`src/rtl/ctc_word_timing.sv`:
```
// rtl/ctc_word_timing.sv - word-frame timing, instruction fetch, pointer and carry latch ahead of ARC
//
// Purpose: generates the 56-bit-time word frame (start, sync, serial
// instruction is, word-select ws) for the ARC arithmetic block. It fetches one
// instruction per word, executes it in the following word, holds pointer P and
// latches ARC's end-of-word carry.
//
// Ports:
//   cph2        in   system clock, rising edge
//   rst         in   asynchronous active-high reset
//   inst_req    out  one-cycle request for the next instruction (T43)
//   inst_in     in   10-bit instruction word
//   inst_vld    in   inst_in valid, only honoured at T44
//   carry       in   ARC carry, sampled at T55 of arithmetic words
//   sync        out  instruction-time marker, T45..T54
//   is          out  serial instruction bit, LSB first during sync
//   ws          out  registered word-select
//   start       out  high during T0
//   carry_flag  out  carry of the last executed arithmetic word
//   ptr         out  pointer register P
module ctc_word_timing #(
  parameter int          WORD_LEN = 56,
  parameter logic [9:0]  NOP_INST = 10'h000
) (
  input  logic       cph2,
  input  logic       rst,
  output logic       inst_req,
  input  logic [9:0] inst_in,
  input  logic       inst_vld,
  input  logic       carry,
  output logic       sync,
  output logic       is,
  output logic       ws,
  output logic       start,
  output logic       carry_flag,
  output logic [3:0] ptr
);

  // Frame landmarks, anchored to the end of the word.
  localparam logic [5:0] T_LAST    = 6'(WORD_LEN - 1);
  localparam logic [5:0] T_REQ     = 6'(WORD_LEN - 13);
  localparam logic [5:0] T_SAMPLE  = 6'(WORD_LEN - 12);
  localparam logic [5:0] T_SYNC_LO = 6'(WORD_LEN - 11);
  localparam logic [5:0] T_SYNC_HI = 6'(WORD_LEN - 2);

  localparam logic [1:0] TYPE_MISC  = 2'b00;
  localparam logic [1:0] TYPE_PTR   = 2'b01;
  localparam logic [1:0] TYPE_ARITH = 2'b10;

  logic [5:0] t_q, t_d;
  logic [9:0] fetch_q, fetch_d;
  // Only the fields the executing word needs are kept: type, field and n.
  logic [1:0] exec_type_q, exec_type_d;
  logic [2:0] exec_field_q, exec_field_d;
  logic [3:0] exec_n_q, exec_n_d;
  logic [3:0] p_q, p_d;
  logic       cf_q, cf_d;
  logic       ws_q, ws_d;
  logic [5:0] is_idx;

  // Word-select for digit d of a word executing (type, field) with pointer p.
  function automatic logic ws_decode(input logic [1:0] typ, input logic [2:0] fld,
                                     input logic [3:0] p, input logic [3:0] d);
    logic [3:0] lo;
    logic [3:0] hi;
    lo = 4'd0;
    hi = 4'd0;
    case (fld)
      3'b000:  begin lo = p;     hi = p;     end
      3'b001:  begin lo = 4'd3;  hi = 4'd12; end
      3'b010:  begin lo = 4'd0;  hi = 4'd1;  end
      3'b011:  begin lo = 4'd0;  hi = 4'd13; end
      3'b100:  begin lo = 4'd3;  hi = 4'd13; end
      3'b101:  begin lo = 4'd2;  hi = 4'd2;  end
      3'b110:  begin lo = 4'd13; hi = 4'd13; end
      default: begin lo = 4'd0;  hi = p;     end
    endcase
    if (typ == TYPE_MISC) begin
      ws_decode = 1'b1;
    end else if (typ == TYPE_ARITH) begin
      ws_decode = (d >= lo) && (d <= hi);
    end else begin
      ws_decode = 1'b0;
    end
  endfunction

  always_comb begin
    t_d          = (t_q == T_LAST) ? 6'd0 : t_q + 6'd1;
    fetch_d      = fetch_q;
    exec_type_d  = exec_type_q;
    exec_field_d = exec_field_q;
    exec_n_d     = exec_n_q;
    p_d          = p_q;
    cf_d         = cf_q;

    // A word arriving late is dropped in favour of a no-op.
    if (t_q == T_SAMPLE) begin
      fetch_d = inst_vld ? inst_in : NOP_INST;
    end

    // End of word: retire the executing word and promote the fetched one.
    if (t_q == T_LAST) begin
      if (exec_type_q == TYPE_PTR && exec_n_q <= 4'd13) begin
        p_d = exec_n_q;
      end
      if (exec_type_q == TYPE_ARITH) begin
        cf_d = carry;
      end
      exec_type_d  = fetch_q[1:0];
      exec_field_d = fetch_q[4:2];
      exec_n_d     = fetch_q[9:6];
    end

    // Decoded from next-state values so the registered ws lines up with t
    // and a new word already sees the updated pointer.
    ws_d = ws_decode(exec_type_d, exec_field_d, p_d, t_d[5:2]);
  end

  always_ff @(posedge cph2 or posedge rst) begin
    if (rst) begin
      t_q          <= 6'd0;
      fetch_q      <= NOP_INST;
      exec_type_q  <= NOP_INST[1:0];
      exec_field_q <= NOP_INST[4:2];
      exec_n_q     <= NOP_INST[9:6];
      p_q          <= 4'd0;
      cf_q         <= 1'b0;
      ws_q         <= 1'b0;
    end else begin
      t_q          <= t_d;
      fetch_q      <= fetch_d;
      exec_type_q  <= exec_type_d;
      exec_field_q <= exec_field_d;
      exec_n_q     <= exec_n_d;
      p_q          <= p_d;
      cf_q         <= cf_d;
      ws_q         <= ws_d;
    end
  end

  assign is_idx     = t_q - T_SYNC_LO;
  assign start      = (t_q == 6'd0);
  assign sync       = (t_q >= T_SYNC_LO) && (t_q <= T_SYNC_HI);
  assign inst_req   = (t_q == T_REQ);
  assign is         = sync ? fetch_q[is_idx[3:0]] : 1'b0;
  assign ws         = ws_q;
  assign carry_flag = cf_q;
  assign ptr        = p_q;

endmodule

```
`config.mk`:
```
export PLATFORM = sky130hd
export DESIGN_NAME = ctc_word_timing
export DESIGN_NICKNAME = d
export VERILOG_FILES = /design/src/rtl/ctc_word_timing.sv
export SDC_FILE = /design/constraint.sdc
export NUM_CORES = 1
export LEC_CHECK = 0
export BUFFER_PORTS_ARGS = -buffer_cell sky130_fd_sc_hd__buf_2
export CAP_MARGIN = 40
export CORE_AREA = 2 2 98 72
export CTS_BUF_LIST = sky130_fd_sc_hd__clkbuf_2
export CTS_CLUSTER_SIZE = 20
export DETAILED_ROUTE_END_ITERATION = 7
export DIE_AREA = 0 0 100 74
export SLEW_MARGIN = 10
export SYNTH_ARGS = -nofsm -noshare
export SYNTH_HDL_FRONTEND = slang
export SYNTH_SLANG_ARGS = --single-unit
```
`constraint.sdc`:
```
create_clock -name cph2 -period 5.4 [get_ports cph2]
set_input_delay 0.27 -clock cph2 [delete_from_list [all_inputs] [get_ports cph2]]
set_output_delay 0.27 -clock cph2 [all_outputs]
set_load 0.03 [all_outputs]
```
==> impl_results.md, run 1 <==
* Clock Skews at 18.2 ps
* Post-synth top area share at 0.413
* Worst hold slack at roughly 120 ps
* All-layer global routing usage at 0.118
* Antenna-violating nets left at 0
* Most numerous cell in the Yosys netlist: nand2_1
* Status: finished, final reports clean
* Core area at 0.00651 mm²
* Die footprint at between 0.007 and 0.008 mm²
* Synth Warn # at 0
* Post-layout min period at 3120 ps
* Reg clk slew, reported paths at 170 ps
* Area growth from synthesis to layout at 11.3%
* Starting Density at 0.288
* Worst setup EP type: flip-flop
* Largest area contributor in the netlist: dfrtp_1
* Pwr/cell area at 177 mW/mm²
* VDD IR max at 85.4 µV
* # clock sinks at 31
* Vias per cell at 4.71
* Number of setup buffers added after CTS at 0
* Post-Syn Nets at 222
* DRC Markers at 0
* Fmax at around 0.32 GHz
* Async SR Flop Fraction at 1.00
* Worst hold path type: input port to flip-flop
* DR pass1 iterations at 4
* Max-cap violation count at 0
* Leakage at 0.994 nW
* GRT overflow at 0
* Layout cells sized above 1 at 0.223
* Final wirelength at 3950 µm
* Initial antenna violation count at 0
* Largest net degree at the start of global routing at 32
* Final Max Slew Viols at 0
* First-pass GRT wire length at roughly 6900 µm
* Root Driver: clkbuf_2
* CTS Buf Count at 5
* Kind of critical path: flip-flop to flip-flop
* Routed length per placed instance at 13.1 µm
* H-tree depth at 2
* Flops & latches, synth at 31
* Arrival time worst endpoint at ~3400 ps
* Avg Cell Area, Syn at about 9.6 µm²
* Die width at 100 µm
* Most instantiated cells after synthesis: nand2_1, dfrtp_1, o21ai_0, ha_1, a21oi_1
* Rel. slew slack at 0.543
* Worst Path Required at 5680 ps
* Max Root-Sink Buffers at 2
* Commonest register cell after synthesis: dfrtp_1
* Hold Fails Final Rpt at 0
* # diodes at 0
* Final HPWL DP at 3060 µm
* Worst-path fanout max at 15
* Gpl congestion at 0.794
* Slew @ Worst Pin at 683 ps
* Fill count at 719
* Final worst path period share at 0.578
* Critical path launch point type: flip-flop
* Worst-Skew Late Latency at 360 ps
* Fin Setup TNS at 0 ps
* Starting DRT DRC Count at between 60 and 70
* Die Ht at 74 µm
* EDFF count, synth at 0
* Post-CTS Resized at 0
* Post-synth cell types at 49
* Row count at 25
* Number of port buffers at 23
* Io pins at 24
* Synthesized area at 0.00188 mm²
* Top cells by area, synth: dfrtp_1, nand2_1, ha_1, o21ai_0, mux2i_4
* CTS tree: yes
* Post-synthesis cell count at just under 200
* Number of global-route vias before repair at about 1.4k
* RSZ-0062 raised after global routing: false
* Sequential area share after synthesis at 0.413
* Final setup fails at 0
* Via count at ~1.4k
* # nets final at 245
-- worst paths after layout --
kind	startpoint	end	slack (ps)	cells after the start
worst min register to register	fetch_q[5]	fetch_q[5]	510	2
worst min-delay path	carry	carry_flag	120	2
worst max-delay path	t_q[0]	ws	2280	11
min in group asynchronous	rst	ptr[0]	500	4
worst max register to register	t_q[0]	ws	2280	11
max in group asynchronous	rst	t_q[0]	4590	4
-- report_power, final --
part | switching, W | internal, W | total (W) | leakage [nW]
clock network | 0.0000793 | 0.0000312 | 0.000110 | 0.0281
logic | 0.0000107 | 0.00000857 | 0.0000192 | 0.564
registers | 0.00000413 | 0.000236 | 0.000240 | 0.403
total | 0.0000941 | 0.000276 | 0.000370 | 0.994
-- timing repair --
| item | CTS | global route |
|---|---|---|
| hold buffers | 1 | 0 |
| endpoints found under the hold margin | 31 | 0 |
| setup endpoints to repair | 0 | 0 |
-- layer usage --
| layer | track usage | wire length [µm] | vias to the layer above |
|---|---|---|---|
| met5 | 0 | 0 | - |
| met4 | 0.0320 | 36 | 0 |
| met3 | 0.0310 | 212 | 4 |
| met2 | 0.176 | 1560 | 30 |
| met1 | 0.171 | 2140 | 655 |
| li1 | - | - | 730 |
-- cells in the final DEF, fill, tap and decap left out, types with 2 or more instances in the layout --
cell,n
nand2b_1,2
o21ai_1,3
mux4_2,2
a21oi_1,8
mux2_2,2
inv_2,2
clkbuf_2,6
nand2_1,47
nor2_1,6
inv_1,6
a211oi_2,2
ha_1,12
buf_2,23
o21ai_2,2
o22ai_1,3
mux2i_4,3
nand4_1,3
xor2_1,2
xnor2_1,3
nand3_1,7
dfrtp_1,31
clkinv_1,2
o21ai_0,17
-- sequential cells by signal (all words and copies together) (netlist names) --
signal        flops
fetch_q          10
t_q               6
exec_n_q          4
ptr               4
exec_field_q      3
exec_type_q       2
carry_flag        1
ws                1
-- final cells by class --
cell class	instances	area, µm²	share of cell area
Timing Repair Buffer	25	133	0.0635
Sequential cell	31	776	0.371
Tap cell	81	101	0.0485
Multi-Input combinational cell	147	1010	0.481
Inverter	9	36.3	0.0174
Clock inverter	2	7.51	0.00359
Clock buffer	6	30.0	0.0144
-- cell families (layout without fill, tap and decap cells) --
family,Yosys count,count (layout),share of synthesized area
AO/OA/AOI/OAI,43,43,0.143
XOR/XNOR,5,5,0.0233
adder cells (fa/ha/maj),12,12,0.0800
buffers and inverters,18,42,0.0507
flip-flops,31,31,0.413
multiplexers,8,8,0.0773
AND/OR/NAND/NOR,79,79,0.213
-- per-stage QoR --
stage,instance area (µm²),cells,power [W],setup WS (ps),utilization
4_1_cts,2090,301,0.000374,2240,0.321
3_5_place_dp,2040,292,0.000264,2260,0.314
2_1_floorplan,1880,196,0.000254,2920,-
5_1_grt,2090,301,0.000387,1910,0.321
6_report,2090,301,0.000370,2280,0.321
3_3_place_gp,2040,292,0.000264,2380,0.314
-- critical path: stages, from the launching register on --
cell and delay, ps:
dfrtp_1 550, ha_1 370, and4_1 630, mux2i_4 390
inv_4 80, nor3_2 180, o22ai_1 100, ha_1 270
o21ai_0 150, a21oi_1 80, o2bb2ai_1 160, a21oi_1 80
(Power assumes the default switching activity.)
==> run 2, diff against run 1 <==
- clock period: 5.4 -> 3.2 ns (I/O delays scaled with it)
==> run 2 against run 1 <==
Against the previous run:
- sequential power is 69% higher
- clock skew up 1.9 ps
- global-route usage up 0.50 points
- largest cell class unchanged
==> impl_results.md, run 2 (synthesized netlist as in run 1, its figures left out) <==
* Status: finished, final reports clean
* Commonest cells after routing, fill and taps aside: nand2_1, dfrtp_1, buf_2
* DRC Markers at 0
* Worst path bufs/invs at 1
* Fill count at 681
* Io pins at 24
* # diodes at 0
* DR pass1 iterations at 4
* Die width at 100 µm
* Starting DRT DRC Count at 64
* Final HPWL DP at about 3200 µm
* VDD IR max at 152 µV
* RSZ-0062 raised after global routing: false
* CTS tree: yes
* Layout cells sized above 1 at 0.236
* Worst setup EP type: flip-flop
* Routed length per placed instance at approximately 13 µm
* Initial antenna violation count at 0
* Via count at 1461
* Final core utilization at 0.341
* Tot Pwr at 0.000716 W
* Regs by FF count: fetch_q x10, t_q x6
* Row count at 25
* All-layer global routing usage at 0.123
* Commonest non-fill, non-tap cell in the layout: nand2_1
* Critical path launch point type: flip-flop
* Post-layout min period at 2880 ps
* Max-cap violation count at 0
* Antenna-violating nets left at 0
* Worst-Skew Late Latency at 380 ps
* GRT overflow at 0
* Hold Fails Final Rpt at 0
* Number of port buffers at 23
* Largest stage delay, worst path at 490 ps
* Worst-path fanout max at 9
* Reg clk slew, reported paths at 150 ps
* First-pass GRT wire length at 7020 µm
* CTS Buf Count at 5
* Leakage at 1.05 nW
* Final setup fails at 0
* Fmax at 0.347 GHz
* Area growth from synthesis to layout at 18.3%
* # clock sinks at 31
* CP cell instances: ha_1, and4_1, mux2i_4, inv_4, nor3_1, a32oi_1, ha_1, a21oi_1, o21ai_0, o2bb2ai_1, a21oi_1
* Clock Skews at 20.1 ps
* Vias per cell at 4.71
* Slew @ Worst Pin at 693 ps
* Pwr/cell area at 323 mW/mm²
* Core area at 0.00651 mm²
* Final wirelength at 4120 µm
* Top cell family by delay on the critical path: adder cells
* Starting Density at 0.288
* Largest Register: fetch_q
* Gpl congestion at about 0.78
* Largest net degree at the start of global routing at 21
* Root Driver: clkbuf_2
* Number of global-route vias before repair at 1409
* Max Root-Sink Buffers at 2
* Die footprint at approximately 0.0074 mm²
* Max FFs per register at 10
* Worst hold path type: input port to flip-flop
* Arrival time worst endpoint at ~3200 ps
* Worst Path Required at between 3000 and 4000 ps
* Final Max Slew Viols at 0
* Die Ht at 74 µm
* Fin Setup TNS at 0 ps
* # nets final at 254
* Kind of critical path: flip-flop to flip-flop
* H-tree depth at 2
* Rel. slew slack at 0.536
* Final worst path period share at 0.901
* Slowest-stage cell, CP: dfrtp_2
[run 2: cell types whose count changed in the layout (fill, tap and decap cells not counted), sizes merged]
cell         delta
clkbuf          -1
bufinv          +1
buf             +3
dlygate4sd3     +6
[run 2: per-layer routing]
layer,global-route usage,vias up,share of wire
li1,-,747,-
met1,0.183,677,0.54
met2,0.170,30,0.41
met4,0.0457,0,0.014
met3,0.0348,7,0.042
met5,0,-,0
[run 2: stage by stage]
stage | hold WS [ps] | instances | instance area (µm²) | setup WS [ps]
6_report | 23.5 | 310 | 2220 | 317
5_1_grt | 8.58 | 310 | 2220 | 79.5
4_1_cts | 0.735 | 308 | 2200 | 220
3_5_place_dp | 172 | 295 | 2080 | 240
3_3_place_gp | 386 | 294 | 2060 | 359
2_1_floorplan | 264 | 196 | 1880 | 717
[run 2: final timing paths]
path	cells after the start	to	from	slack, ps
min in group asynchronous	3	fetch_q[0]	rst	280
worst min-delay path	3	fetch_q[5]	inst_in[5]	20
worst max-delay path	11	ws	t_q[0]	320
worst min register to register	2	fetch_q[5]	fetch_q[5]	510
worst max register to register	11	ws	t_q[0]	320
max in group asynchronous	4	t_q[0]	rst	2400
[run 2: final cells by class]
class	count	area (µm²)	share of cell area
flip-flops and latches	31	777	0.350
repair buffers	34	235	0.106
inverters	9	36.3	0.0163
multi-input cells	147	1010	0.453
clock inverters	3	38.8	0.0175
clock buffers	5	25.0	0.0113
well taps	81	101	0.0457
[run 2: power breakdown]
part | switching [W] | leakage, nW | total [W] | internal [W]
clock | 0.000140 | 0.0404 | 0.000268 | 0.000129
sequential | 0.00000746 | 0.402 | 0.000406 | 0.000398
combinational | 0.0000196 | 0.611 | 0.0000422 | 0.0000225
[run 2: worst reg2reg max path, delay by kind of cell (launching register included)]
| kind | cells | cell delay [ps] |
|---|---|---|
| AO/OA/AOI/OAI | 5 | 650 |
| multiplexers | 1 | 330 |
| buffers and inverters | 1 | 80 |
| flip-flops | 1 | 490 |
| AND/OR/NAND/NOR | 2 | 560 |
| adder cells (fa/ha/maj) | 2 | 660 |
[run 2: timing repair]
| item | in CTS | in global routing |
|---|---|---|
| hold buffers | 5 | 2 |
| endpoints found under the hold margin | 11 | 2 |
| setup buffers | 0 | 0 |
| setup endpoints to repair | 0 | 1 |
| resized for setup | 0 | 1 |
